$ cat config.mk
export PLATFORM = sky130hd
export DESIGN_NAME = debounce_scan_flat
export DESIGN_NICKNAME = d
export VERILOG_FILES = /design/src/rtl/debounce_scan_if.sv /design/src/rtl/debounce_scan.sv /design/src/flat_wrapper.sv
export SDC_FILE = /design/constraint.sdc
export NUM_CORES = 1
export LEC_CHECK = 0
export CAP_MARGIN = 0
export CORE_ASPECT_RATIO = 0.75
export CORE_MARGIN = 8
export CORE_UTILIZATION = 54
export CTS_CLUSTER_DIAMETER = 150
export DETAILED_ROUTE_END_ITERATION = 8
export HOLD_SLACK_MARGIN = 0.1
export PLACE_DENSITY = 0.9
export SETUP_SLACK_MARGIN = 0.5
export SYNTH_ARGS = -nofsm -noshare
export SYNTH_HDL_FRONTEND = slang
export SYNTH_SLANG_ARGS = --single-unit
$ cat constraint.sdc
create_clock -name clk50m -period 2.91 [get_ports clk50m]
set_input_delay 0.582 -clock clk50m [delete_from_list [all_inputs] [get_ports clk50m]]
set_output_delay 0.582 -clock clk50m [all_outputs]
set_load 0.02 [all_outputs]
$ cat src/rtl/debounce_scan_if.sv
// -----------------------------------------------------------------------------
// debounce_scan_if
// Bundles the scan-enable, raw switch inputs and the debounced outputs of
// debounce_scan into one port.
//   en        : scan enable (master -> slave)
//   sw        : raw asynchronous switch inputs, N bits (master -> slave)
//   sw_dbnc   : debounced levels, N bits (slave -> master)
//   sw_hi     : one-cycle rising-event pulses, N bits (slave -> master)
//   sw_lo     : one-cycle falling-event pulses, N bits (slave -> master)
//   scan_idx  : channel handled on the current scan tick (slave -> master)
// -----------------------------------------------------------------------------
interface debounce_scan_if #(
    parameter int N = 4
);
    localparam int IW = (N > 1) ? $clog2(N) : 1;

    logic          en;
    logic [N-1:0]  sw;
    logic [N-1:0]  sw_dbnc;
    logic [N-1:0]  sw_hi;
    logic [N-1:0]  sw_lo;
    logic [IW-1:0] scan_idx;

    modport master (
        output en,
        output sw,
        input  sw_dbnc,
        input  sw_hi,
        input  sw_lo,
        input  scan_idx
    );

    modport slave (
        input  en,
        input  sw,
        output sw_dbnc,
        output sw_hi,
        output sw_lo,
        output scan_idx
    );
endinterface

$ cat src/rtl/debounce_scan.sv
// -----------------------------------------------------------------------------
// debounce_scan
// Time-multiplexed debouncer: one shared compare/count engine visits one switch
// channel per scan tick in round-robin order. Each channel keeps a WIDTH-bit
// mismatch counter and a debounced level; a change is accepted after
// THRESH = 2**WIDTH-1 consecutive mismatching visits, and is announced with a
// one-cycle sw_hi / sw_lo pulse aligned with the new sw_dbnc value.
//   clk50m : system clock, rising edge
//   rst_n  : synchronous active-low reset
//   bus    : debounce_scan_if slave (en, sw in; sw_dbnc, sw_hi, sw_lo,
//            scan_idx out)
// -----------------------------------------------------------------------------
module debounce_scan #(
    parameter int N        = 4,
    parameter int WIDTH    = 4,
    parameter int PRESCALE = 1
) (
    input  logic           clk50m,
    input  logic           rst_n,
    debounce_scan_if.slave bus
);
    localparam int IW = (N > 1) ? $clog2(N) : 1;
    localparam int PW = (PRESCALE > 1) ? $clog2(PRESCALE) : 1;

    // Counter value on which the next mismatching visit accepts the change.
    localparam logic [WIDTH-1:0] CNT_LAST  = WIDTH'((2 ** WIDTH) - 2);
    localparam logic [PW-1:0]    PCNT_LAST = PW'(PRESCALE - 1);
    localparam logic [IW-1:0]    IDX_LAST  = IW'(N - 1);

    logic [N-1:0]     sync1_q;
    logic [N-1:0]     sync2_q;
    logic [PW-1:0]    pcnt_q,  pcnt_d;
    logic [IW-1:0]    idx_q,   idx_d;
    logic [WIDTH-1:0] cnt_q [N];
    logic [WIDTH-1:0] cnt_d [N];
    logic [N-1:0]     dbnc_q,  dbnc_d;
    logic [N-1:0]     hi_q,    hi_d;
    logic [N-1:0]     lo_q,    lo_d;
    logic             tick_s;

    assign tick_s = (pcnt_q == PCNT_LAST);

    // Next-state for prescaler, scan pointer and the visited channel.
    always_comb begin
        pcnt_d = pcnt_q;
        idx_d  = idx_q;
        cnt_d  = cnt_q;
        dbnc_d = dbnc_q;
        hi_d   = '0;
        lo_d   = '0;
        if (bus.en) begin
            if (tick_s) begin
                pcnt_d = '0;
                if (sync2_q[idx_q] == dbnc_q[idx_q]) begin
                    // Any matching visit discards accumulated evidence.
                    cnt_d[idx_q] = '0;
                end else if (cnt_q[idx_q] != CNT_LAST) begin
                    cnt_d[idx_q] = cnt_q[idx_q] + WIDTH'(1);
                end else begin
                    cnt_d[idx_q]  = '0;
                    dbnc_d[idx_q] = sync2_q[idx_q];
                    if (sync2_q[idx_q]) begin
                        hi_d[idx_q] = 1'b1;
                    end else begin
                        lo_d[idx_q] = 1'b1;
                    end
                end
                if (idx_q == IDX_LAST) begin
                    idx_d = '0;
                end else begin
                    idx_d = idx_q + IW'(1);
                end
            end else begin
                pcnt_d = pcnt_q + PW'(1);
            end
        end else begin
            // Frozen: everything holds and the event pulses stay low.
            pcnt_d = pcnt_q;
        end
    end

    // State registers; the synchronizer runs regardless of en.
    always_ff @(posedge clk50m) begin
        if (!rst_n) begin
            sync1_q <= '0;
            sync2_q <= '0;
            pcnt_q  <= '0;
            idx_q   <= '0;
            dbnc_q  <= '0;
            hi_q    <= '0;
            lo_q    <= '0;
            for (int i = 0; i < N; i++) begin
                cnt_q[i] <= '0;
            end
        end else begin
            sync1_q <= bus.sw;
            sync2_q <= sync1_q;
            pcnt_q  <= pcnt_d;
            idx_q   <= idx_d;
            dbnc_q  <= dbnc_d;
            hi_q    <= hi_d;
            lo_q    <= lo_d;
            cnt_q   <= cnt_d;
        end
    end

    assign bus.sw_dbnc  = dbnc_q;
    assign bus.sw_hi    = hi_q;
    assign bus.sw_lo    = lo_q;
    assign bus.scan_idx = idx_q;
endmodule

$ cat src/flat_wrapper.sv
// flat-port wrapper written by rule: the top's interface ports become plain ports
module debounce_scan_flat 
#(
    parameter int N        = 4,
    parameter int WIDTH    = 4,
    parameter int PRESCALE = 1
)
  (clk50m, rst_n, bus_en, bus_sw, bus_sw_dbnc, bus_sw_hi, bus_sw_lo, bus_scan_idx);
  debounce_scan_if #(.N(N)) bus_i ();
  input  logic clk50m;
  input  logic rst_n;
  input wire logic [$bits(bus_i.en)-1:0] bus_en;
  input wire logic [$bits(bus_i.sw)-1:0] bus_sw;
  output wire logic [$bits(bus_i.sw_dbnc)-1:0] bus_sw_dbnc;
  output wire logic [$bits(bus_i.sw_hi)-1:0] bus_sw_hi;
  output wire logic [$bits(bus_i.sw_lo)-1:0] bus_sw_lo;
  output wire logic [$bits(bus_i.scan_idx)-1:0] bus_scan_idx;
  assign bus_i.en = bus_en;
  assign bus_i.sw = bus_sw;
  assign bus_sw_dbnc = bus_i.sw_dbnc;
  assign bus_sw_hi = bus_i.sw_hi;
  assign bus_sw_lo = bus_i.sw_lo;
  assign bus_scan_idx = bus_i.scan_idx;
  debounce_scan #(.N(N), .WIDTH(WIDTH), .PRESCALE(PRESCALE)) u_core (.clk50m(clk50m), .rst_n(rst_n), .bus(bus_i));
endmodule
**After elaboration in Yosys (flattened, before gate mapping)**

Cells that the tools add are included.

- Latch bits: 0
- Output and inout bits: 14
- Logic and storage cells: 53
- Memories kept: 0
- Bits in writable memories: 0
- Memory bits (read-only): 0
- Flip-flop bits (word level): 39

- Reduce and logical (&&, ||, !) cells: 6
- Shift-type cells: 0
- Multipliers: 0
- Add/subtract/negate cells: 3
- Muxes and demuxes: 17
- Bitwise gates (word level): 9
- Equal/unequal tests: 3
- Div/mod/pow operators: 0
- Order comparisons: 4

Operator list:

| cell | number |
|---|---|
| 2-to-1 mux 16 bit | 2 |
| bitwise AND 16 bit | 1 |
| bitwise mux 16 bit | 1 |
| NOT 16 bit | 1 |
| 2-to-1 mux 4 bit | 3 |
| OR reduction 6 bit | 2 |
| binary-select mux 4 bit (select 2 bit) | 1 |
| demux 4 bit (select 2 bit) | 1 |
| NOT 1 bit | 6 |
| adder 4 x 1 -> 4 bit, second input constant | 1 |
| binary-select mux 1 bit (select 2 bit) | 2 |
| bitwise mux 4 bit | 1 |
| 2-to-1 mux 1 bit | 4 |
| != test 4 bit, second input constant | 1 |
| AND reduction 4 bit | 1 |
| greater-or-equal comparator 3 bit, second input constant | 1 |
| < comparator 2 x 3 -> 1 bit, second input constant | 1 |
| < comparator 3 x 1 -> 1 bit, second input constant | 1 |
| NOT 2 -> 3 bit | 1 |
| adder 2 x 1 -> 2 bit, second input constant | 1 |
| demux 1 bit (select 2 bit) | 1 |
| equality test 2 bit, second input constant | 1 |
| greater-or-equal comparator 2 x 1 -> 1 bit, second input constant | 1 |
| logical AND 1 bit | 2 |
| 4 further kinds | 4 |

**Depth between registers and ports, before layout**

Gate-level depths: netlist of the first run.

- Depth in word-level cells: 9
- Gate-level depth with buffers: 9
- Mapped depth without buffers: 8

**Worst setup path after synthesis of the first run**

Ideal clock, no wire load.

- Kind: register to register
- From: register u_core.idx_q[0], in the netlist u_core.bus.scan_idx[0]
- To: register u_core.dbnc_q[0], in the netlist u_core.bus.sw_dbnc[0]
- Buffers on the path: 1
- Arrival time: 2456 ps
- Stages on the path, launching flop included: 10
- Slack: 328 ps
- Period minus slack after synthesis: 2582 ps
- Cells stage by stage: dfxtp_1 buf_6 mux4_2 inv_1 ha_1 or2b_2 o22ai_1 and2_4 nand4_1 mux2i_1

- Cells in the longest elaborated chain, start to end: 7

RTL lines:

| item | line | source |
|---|---|---|
| from (decl) | debounce_scan.sv:33 | `logic [IW-1:0] idx_q, idx_d;` |
| from (signal assigned) | debounce_scan.sv:99 | `idx_q <= idx_d;` |
| NOT 2 -> 3 bit (implied by the code) | debounce_scan.sv:57 | `end else if (cnt_q[idx_q] != CNT_LAST) begin` |
| binary-select mux 4 bit (select 2 bit) | debounce_scan.sv:57 |  |
| 2-to-1 mux 4 bit (implied by the code) (2 in series) | debounce_scan.sv:57 |  |
| != test 4 bit | debounce_scan.sv:57 |  |
| NOT 1 bit (no source line) | -- |  |
| AND reduction 4 bit (no source line) | -- |  |
| to (signal assigned) | debounce_scan.sv:100 | `dbnc_q <= dbnc_d;` |
| to (decl) | debounce_scan.sv:36 | `logic [N-1:0] dbnc_q, dbnc_d;` |

Parallel ways exist; a longest one is shown, timed or not. The select of a mux whose other input is x is not followed.
A chain may end at the register's enable or synchronous reset.

**Worst setup path in the final report of the first run**

- From: register u_core.idx_q[0], in the netlist u_core.bus.scan_idx[0]
- To: register u_core.dbnc_q[3], in the netlist u_core.bus.sw_dbnc[3]

The elaborated chain is that of the path after synthesis.

==> results.md, run 1 <==
* Status: completed
* DRC at 0
* CP max stage delay at about 0.55 ns
* Hold buffer count at cts at 0
* Pin count of the biggest net entering global routing at 24
* Detail Route Antenna Nets at 0
* Crit-path max FO at 6
* Min Tclk post-route at between 2 and 2.5 ns
* Reg power frac at 0.501
* Clock power frac at 0.411
* Ys flop type: dfxtp_1
* Gpl congestion at 0.967
* Worst setup SP type: flip-flop
* Total of max-cap violations at 0
* Routed via count at between 1000 and 1500
* Arrival time of the worst setup path at approximately 2.5 ns
* Post-DP Area at ~1900 µm²
* Ranking of synthesized cells by area: dfxtp_1 46%, mux2i_1 5.4%, mux4_2 5.4%
* Layout Cells excl Fill at 231
* Hold WC Path Type: reg2reg
* Clk slew on worst S/H paths at 0.07 ns
* Cell area after layout at a little over 2000 µm²
* Initial detailed-routing violation count at between 100 and 150
* TritonCTS Sinks at 38
* Final setup viols at 0
* Crit path max-delay family: simple AND/OR/NAND/NOR gates
* Post-synthesis cell count at between 150 and 200
* Element type at the critical path end: flip-flop
* Mapped cell area at 1670 µm²
* Vias in the first global route at ~1300
* Initial core utilization at 0.568
* Static Leak at approximately 0.00075 µW
* Sw power at around 240 µW
* Setup TNS at 0 ns
* Std-Cell Rows at 17
* Number of synthesized flops with an enable pin at 0
* Longest Clk Path Bufs at 2
* Worst VDD drop at 0.390 mV
* Critical Setup Path Class: reg2reg
* Post-synth top area share at 0.456
* Crit path buffers/inverters at 1
* Global Route Usage Sum at 0.157
* Max-slew headroom at 0.691
* CTS Buf Count at 5
* Ys async rst share at 0
* Critical path, cell by cell: mux4_2 > inv_1 > ha_1 > or2b_2 > o22ai_4 > and2_4 > nand4_1 > mux2i_1
* Synth area leader: dfxtp_1
* Seq/Total Area, Yosys at 0.456
* Hpwl dp at between 2000 and 3000 µm
* Final Hold Fails at 0
* Clock skew at 0.00684 ns
* Worst Tran Pin Value at approximately 0.46 ns
* FILL cells at around 210
* Count leader, synth: dfxtp_1
* Area of the multi-input gates at 846 µm²
* Yosys cell types at 29
* Total core area at between 2000 and 3000 µm²
* Fmax at 0.422 GHz
* Final core utilization at 0.692
* Cell area power density at 523 nW/µm²
* Sw frac at 0.229
* RSZ-0062 raised after global routing: false
* Critical-path top delay cell: mux4_2
* Sequential cell area at 764 µm²
* CTS tree: built
* DP Worst Slack at roughly 0.37 ns
* Area Growth Syn to Fin at 21.8%
* #FFs+latches synth at 38
* List of most frequent post-synthesis cells: 38 x dfxtp_1, 18 x nand2_1, 17 x nand3_1, 13 x nor2_1, 9 x mux2i_1
* Final wirelength at roughly 3900 µm
* Layout Nets at ~200
* Chip Width at around 80 µm
* Final setup margin at about 0.54 ns
* Root Buffer Master: clkbuf_8
* Clock Latency Late Sink at roughly 0.29 ns
* Syn. warnings at 0
* DR vias/cell at 5.79
* Avg Cell Area, Syn at 9.92 µm²
* # diodes at 0
* Die Ht at ~64 µm
* Post-Place Cells at 221
* Wire per inst at ~17 µm
* Int Pwr at between 800 and 900 µW
* Combinational power share at 0.088
* Initial antenna violation count at 0
* Final Cycle Share at 0.814
* Fin. max-slew vios at 0
* Total congestion overflow at 0
* First-pass GRT wire length at 6180 µm
* Share of post-route cells with drive strength above 1 at 0.135
* Worst Path Required at about 3.1 ns
* # H-tree levels at 2
* Die area at ~5100 µm²
* Port bufs at 20
* Syn nets at around 180
* IO Pins at 21
* TritonRoute pass-1 iters at 4
repair_timing:
item / in CTS / in global routing
setup endpoints to repair: 23 / 9
pin swaps: 0 / 2
resized for setup: 1 / 1
cloned: 0 / 0
buffers inserted: 1 / 1
per-stage QoR:
step | power, µW | hold slack [ns]
6_report | 1060 | 0.436
5_1_grt | 1100 | 0.463
4_1_cts | 1060 | 0.438
3_5_place_dp | 633 | 0.421
3_3_place_gp | 629 | 0.422
2_1_floorplan | 605 | 0.412
layout by cell type (no fill, tap or decap), drive strengths merged, types with 6 or more instances in the layout:
master          n
clkdlybuf4s50  20
nand2          18
nor2           13
ha              6
a21boi          8
inv             7
nor2b           6
and2            9
nand3          17
mux2i           9
dfxtp          38
power groups by stage:
stage / clock network [µW] / registers, µW / logic, µW
floorplan: 0 / 546 / 59.1
global placement: 0 / 547 / 82.6
detailed placement: 0 / 548 / 84.6
CTS: 441 / 532 / 90.9
global route: 465 / 533 / 100
finish: 436 / 532 / 93.0
area by class of cell:
cell class | instances | share of cell area
Tap cell | 38 | 0.0234
Sequential cell | 38 | 0.376
Inverter | 7 | 0.0129
Clock buffer | 5 | 0.0339
Timing Repair Buffer | 25 | 0.117
Multi-Input combinational cell | 115 | 0.417
Clock inverter | 3 | 0.0197
final timing paths:
path / end / slack, ns / cells after the start / start
max: u_core.bus.sw_dbnc[3]$_SDFFE_PN0P_ / 0.54 / 8 / u_core.bus.scan_idx[0]$_SDFFE_PN0P_
min: u_core.sync2_q[0]$_SDFF_PN0_ / 0.44 / 1 / u_core.sync1_q[0]$_SDFF_PN0_
max reg2reg: u_core.bus.sw_dbnc[3]$_SDFFE_PN0P_ / 0.54 / 8 / u_core.bus.scan_idx[0]$_SDFFE_PN0P_
min reg2reg: u_core.sync2_q[0]$_SDFF_PN0_ / 0.44 / 1 / u_core.sync1_q[0]$_SDFF_PN0_
sequential cells by signal, summed over array words and instances (netlist names):
name                 flops
u_core.bus.sw_lo         4
u_core.bus.sw_hi         4
u_core.sync1_q           4
u_core.bus.sw_dbnc       4
u_core.sync2_q           4
u_core.cnt_q            16
u_core.bus.scan_idx      2
cell families (layout without fill, tap and decap cells):
group                    count (synthesis)  in the layout  share of synthesized area
flip-flops                              38             38                      0.456
adder cells (fa/ha/maj)                  6              6                     0.0450
buffers and inverters                   15             40                     0.0443
XOR/XNOR                                 3              3                     0.0203
AO/OA/AOI/OAI                           21             21                     0.0968
AND/OR/NAND/NOR                         71             71                      0.213
multiplexers                            14             14                      0.124
metal layers:
| metal | up-vias | global-route usage | wire length [µm] |
|---|---|---|---|
| li1 | 626 | - | - |
| met1 | 652 | 0.177 | 1520 |
| met2 | 50 | 0.253 | 2010 |
| met3 | 10 | 0.0517 | 284 |
| met4 | 0 | 0.0928 | 93 |
| met5 | - | 0 | 0 |
Power figures use the tool's default switching activity.
==> inputs of run 2 (changes only) <==
--- a/config.mk
+++ b/config.mk
@@ -8,11 +8,11 @@
 export CAP_MARGIN = 0
 export CORE_ASPECT_RATIO = 0.75
 export CORE_MARGIN = 8
-export CORE_UTILIZATION = 54
+export CORE_UTILIZATION = 49
 export CTS_CLUSTER_DIAMETER = 150
 export DETAILED_ROUTE_END_ITERATION = 8
 export HOLD_SLACK_MARGIN = 0.1
-export PLACE_DENSITY = 0.9
+export PLACE_DENSITY = 0.87
 export SETUP_SLACK_MARGIN = 0.5
 export SYNTH_ARGS = -nofsm -noshare
 export SYNTH_HDL_FRONTEND = slang
==> constraint.sdc (replaced) <==
create_clock -name clk50m -period 2.1 [get_ports clk50m]
set_input_delay 0.42 -clock clk50m [delete_from_list [all_inputs] [get_ports clk50m]]
set_output_delay 0.42 -clock clk50m [all_outputs]
set_load 0.02 [all_outputs]
==> run 2 against run 1 <==
The run now ends with negative setup slack left. Register-to-register slack got worse by 0.63 ns. Die area increased by 7.9%. Clock power increased by 22%.
==> results.md, run 2 (synthesized netlist as in run 1, its figures left out) <==
* CTS tree: built
* Crit-path max FO at 6 (unchanged)
* TritonRoute pass-1 iters at 4 (unchanged)
* Hold buffer count at cts at 0 (unchanged)
* Post-DP Area at 1970 µm² (+3.9%)
* Root Buffer Master: clkbuf_8
* Clk slew on worst S/H paths at 0.08 ns (about the same)
* DR vias/cell at 5.43 (-6.2%)
* Static Leak at 0.000875 µW (+17%)
* # diodes at 0 (unchanged)
* Element type at the critical path end: flip-flop
* Final Hold Fails at 0 (unchanged)
* Area Growth Syn to Fin at 31.2%
* Clock skew at 0.00806 ns (+0.00122 ns)
* RSZ-0062 raised after global routing: true
* Fmax at 0.457 GHz (+8.4%)
* Most frequent cells in the layout: 36 x dfxtp_1, 18 x nand2_1, 16 x nand3_1, 16 x buf_4, 13 x nor2_1
* Reg2Reg Setup Slack at -0.09 ns (-0.63 ns)
* Status: finished with violations
* Min Tclk post-route at 2.19 ns (-0.184 ns)
* Max-slew headroom at 0.727 (+0.0359)
* Final core utilization at 0.670 (-0.0221)
* # H-tree levels at 2 (unchanged)
* Most common cell after layout, fill and taps aside: dfxtp_1
* Combinational power share at 0.114 (+0.026)
* Worst VDD drop at 0.396 mV (+1.4%)
* Final Cycle Share at 1.04 (+0.227)
* Final setup viols at 20 (+20)
* Failing checks: negative setup slack
* Clock power frac at 0.371 (-0.040)
* Cell area after layout at 2190 µm² (+7.7%)
* Sw frac at 0.252 (+0.0230)
* Detail Route Antenna Nets at 0 (unchanged)
* TritonCTS Sinks at 38 (unchanged)
* Reg power frac at 0.515 (+0.014)
* Worst Tran Pin Value at 0.398 ns (-0.0630 ns)
* Chip Width at 83.3 µm (+4.0%)
* Sw power at 363 µW (+49%)
* Std-Cell Rows at 18 (+1)
* DP Worst Slack at -0.0320 ns (-0.402 ns)
* Largest reg by FF count: u_core.cnt_q
* Pin count of the biggest net entering global routing at 37 (+54%)
* DRC at 0 (unchanged)
* Final setup margin at -0.0859 ns (-0.626 ns)
* Fin. max-slew vios at 0 (unchanged)
* Critical Setup Path Class: reg2reg
* Port bufs at 20 (unchanged)
* Hold_ws at 0.435 ns (-0.00155 ns)
* Setup TNS at -1.03 ns (-1.03 ns)
* Initial core utilization at 0.510 (-0.0574)
* Max reg flops at 16 (unchanged)
* Arrival time of the worst setup path at 2.37 ns (-0.17 ns)
* Die area at 5540 µm² (+7.9%)
* Clock Latency Late Sink at 0.30 ns (about the same)
* Gpl congestion at 0.897 (-7.2%)
* CTS Buf Count at 5 (unchanged)
* Routed via count at 1342 (+0.30%)
* Hpwl dp at 2670 µm (-1.5%)
* Cell area power density at 657 nW/µm² (+26%)
* Initial detailed-routing violation count at 101 (unchanged)
* Total of max-cap violations at 0 (unchanged)
* Global Route Usage Sum at 0.144 (-0.0127)
* Die Ht at 66.5 µm (+3.7%)
* Worst setup SP type: flip-flop
* Total core area at 3270 µm² (+11%)
* Vias in the first global route at 1212 (-8.7%)
* Wire per inst at 17.3 µm (+2.1%)
* Layout Nets at 219 (+6.8%)
* Initial antenna violation count at 0 (unchanged)
* Hold WC Path Type: reg2reg
* Final wirelength at 4270 µm (+9.2%)
* IO Pins at 21 (unchanged)
* Share of post-route cells with drive strength above 1 at 0.237 (+0.102)
* Int Pwr at 1070 µW (+31%)
* Worst Path Required at 2.28 ns (-0.80 ns)
* Longest Clk Path Bufs at 2 (unchanged)
* Total congestion overflow at 0 (unchanged)
* First-pass GRT wire length at 6330 µm (+2.3%)
## run 2: routing by layer
layer  up-vias  share of wire  GRT usage  routed length, µm
met5         -              0          0                  0
met4         0          0.021     0.0655                 89
met3        13          0.059     0.0487                253
met2        36           0.45      0.205               1930
met1       638           0.47      0.192               1990
li1        655              -          -                  -
## run 2: power by group through the flow
stage | logic (µW) | registers [µW] | clock network, µW
after floorplan | 82.9 | 756 | 0
after CTS | 130 | 739 | 536
after global placement | 125 | 755 | 0
final | 164 | 740 | 533
after detailed placement | 127 | 756 | 0
after global routing | 176 | 741 | 573
## run 2: final timing paths
check	startpoint	end	cells past startpoint
setup / recovery	u_core.bus.scan_idx[0]$_SDFFE_PN0P_	u_core.bus.sw_dbnc[1]$_SDFFE_PN0P_	8
hold / removal	u_core.sync1_q[3]$_SDFF_PN0_	u_core.sync2_q[3]$_SDFF_PN0_	1
setup reg to reg	u_core.bus.scan_idx[0]$_SDFFE_PN0P_	u_core.bus.sw_dbnc[1]$_SDFFE_PN0P_	8
hold reg to reg	u_core.sync1_q[3]$_SDFF_PN0_	u_core.sync2_q[3]$_SDFF_PN0_	1
## run 2: worst max-delay path, cell delays in order (launching register included)
cell,delay [ns]
dfxtp_4,0.38
mux4_2,0.52
inv_2,0.08
ha_4,0.13
or2b_4,0.27
o22ai_4,0.15
and2_4,0.22
nand4_1,0.16
mux2i_1,0.16
## run 2: per-stage QoR
step	total power (µW)	std cells
after global placement	879	228
final	1440	247
after floorplan	839	168
after global routing	1490	247
after detailed placement	883	228
after CTS	1410	238
## run 2: cell type report
cell class                      instances  area [µm²]
Timing Repair Buffer                   39         354
Sequential cell                        38         766
Fill cell                             238        1080
Multi-Input combinational cell        115         896
Clock inverter                          2        12.5
Inverter                                7        26.3
Tap cell                               40        50.0
Clock buffer                            6        82.6
## run 2: repair_timing
item,in CTS,in global routing
pin swaps,8,7
setup buffers,2,9
setup endpoints to repair,42,30
endpoints found under the hold margin,0,0
gates resized for setup,20,11
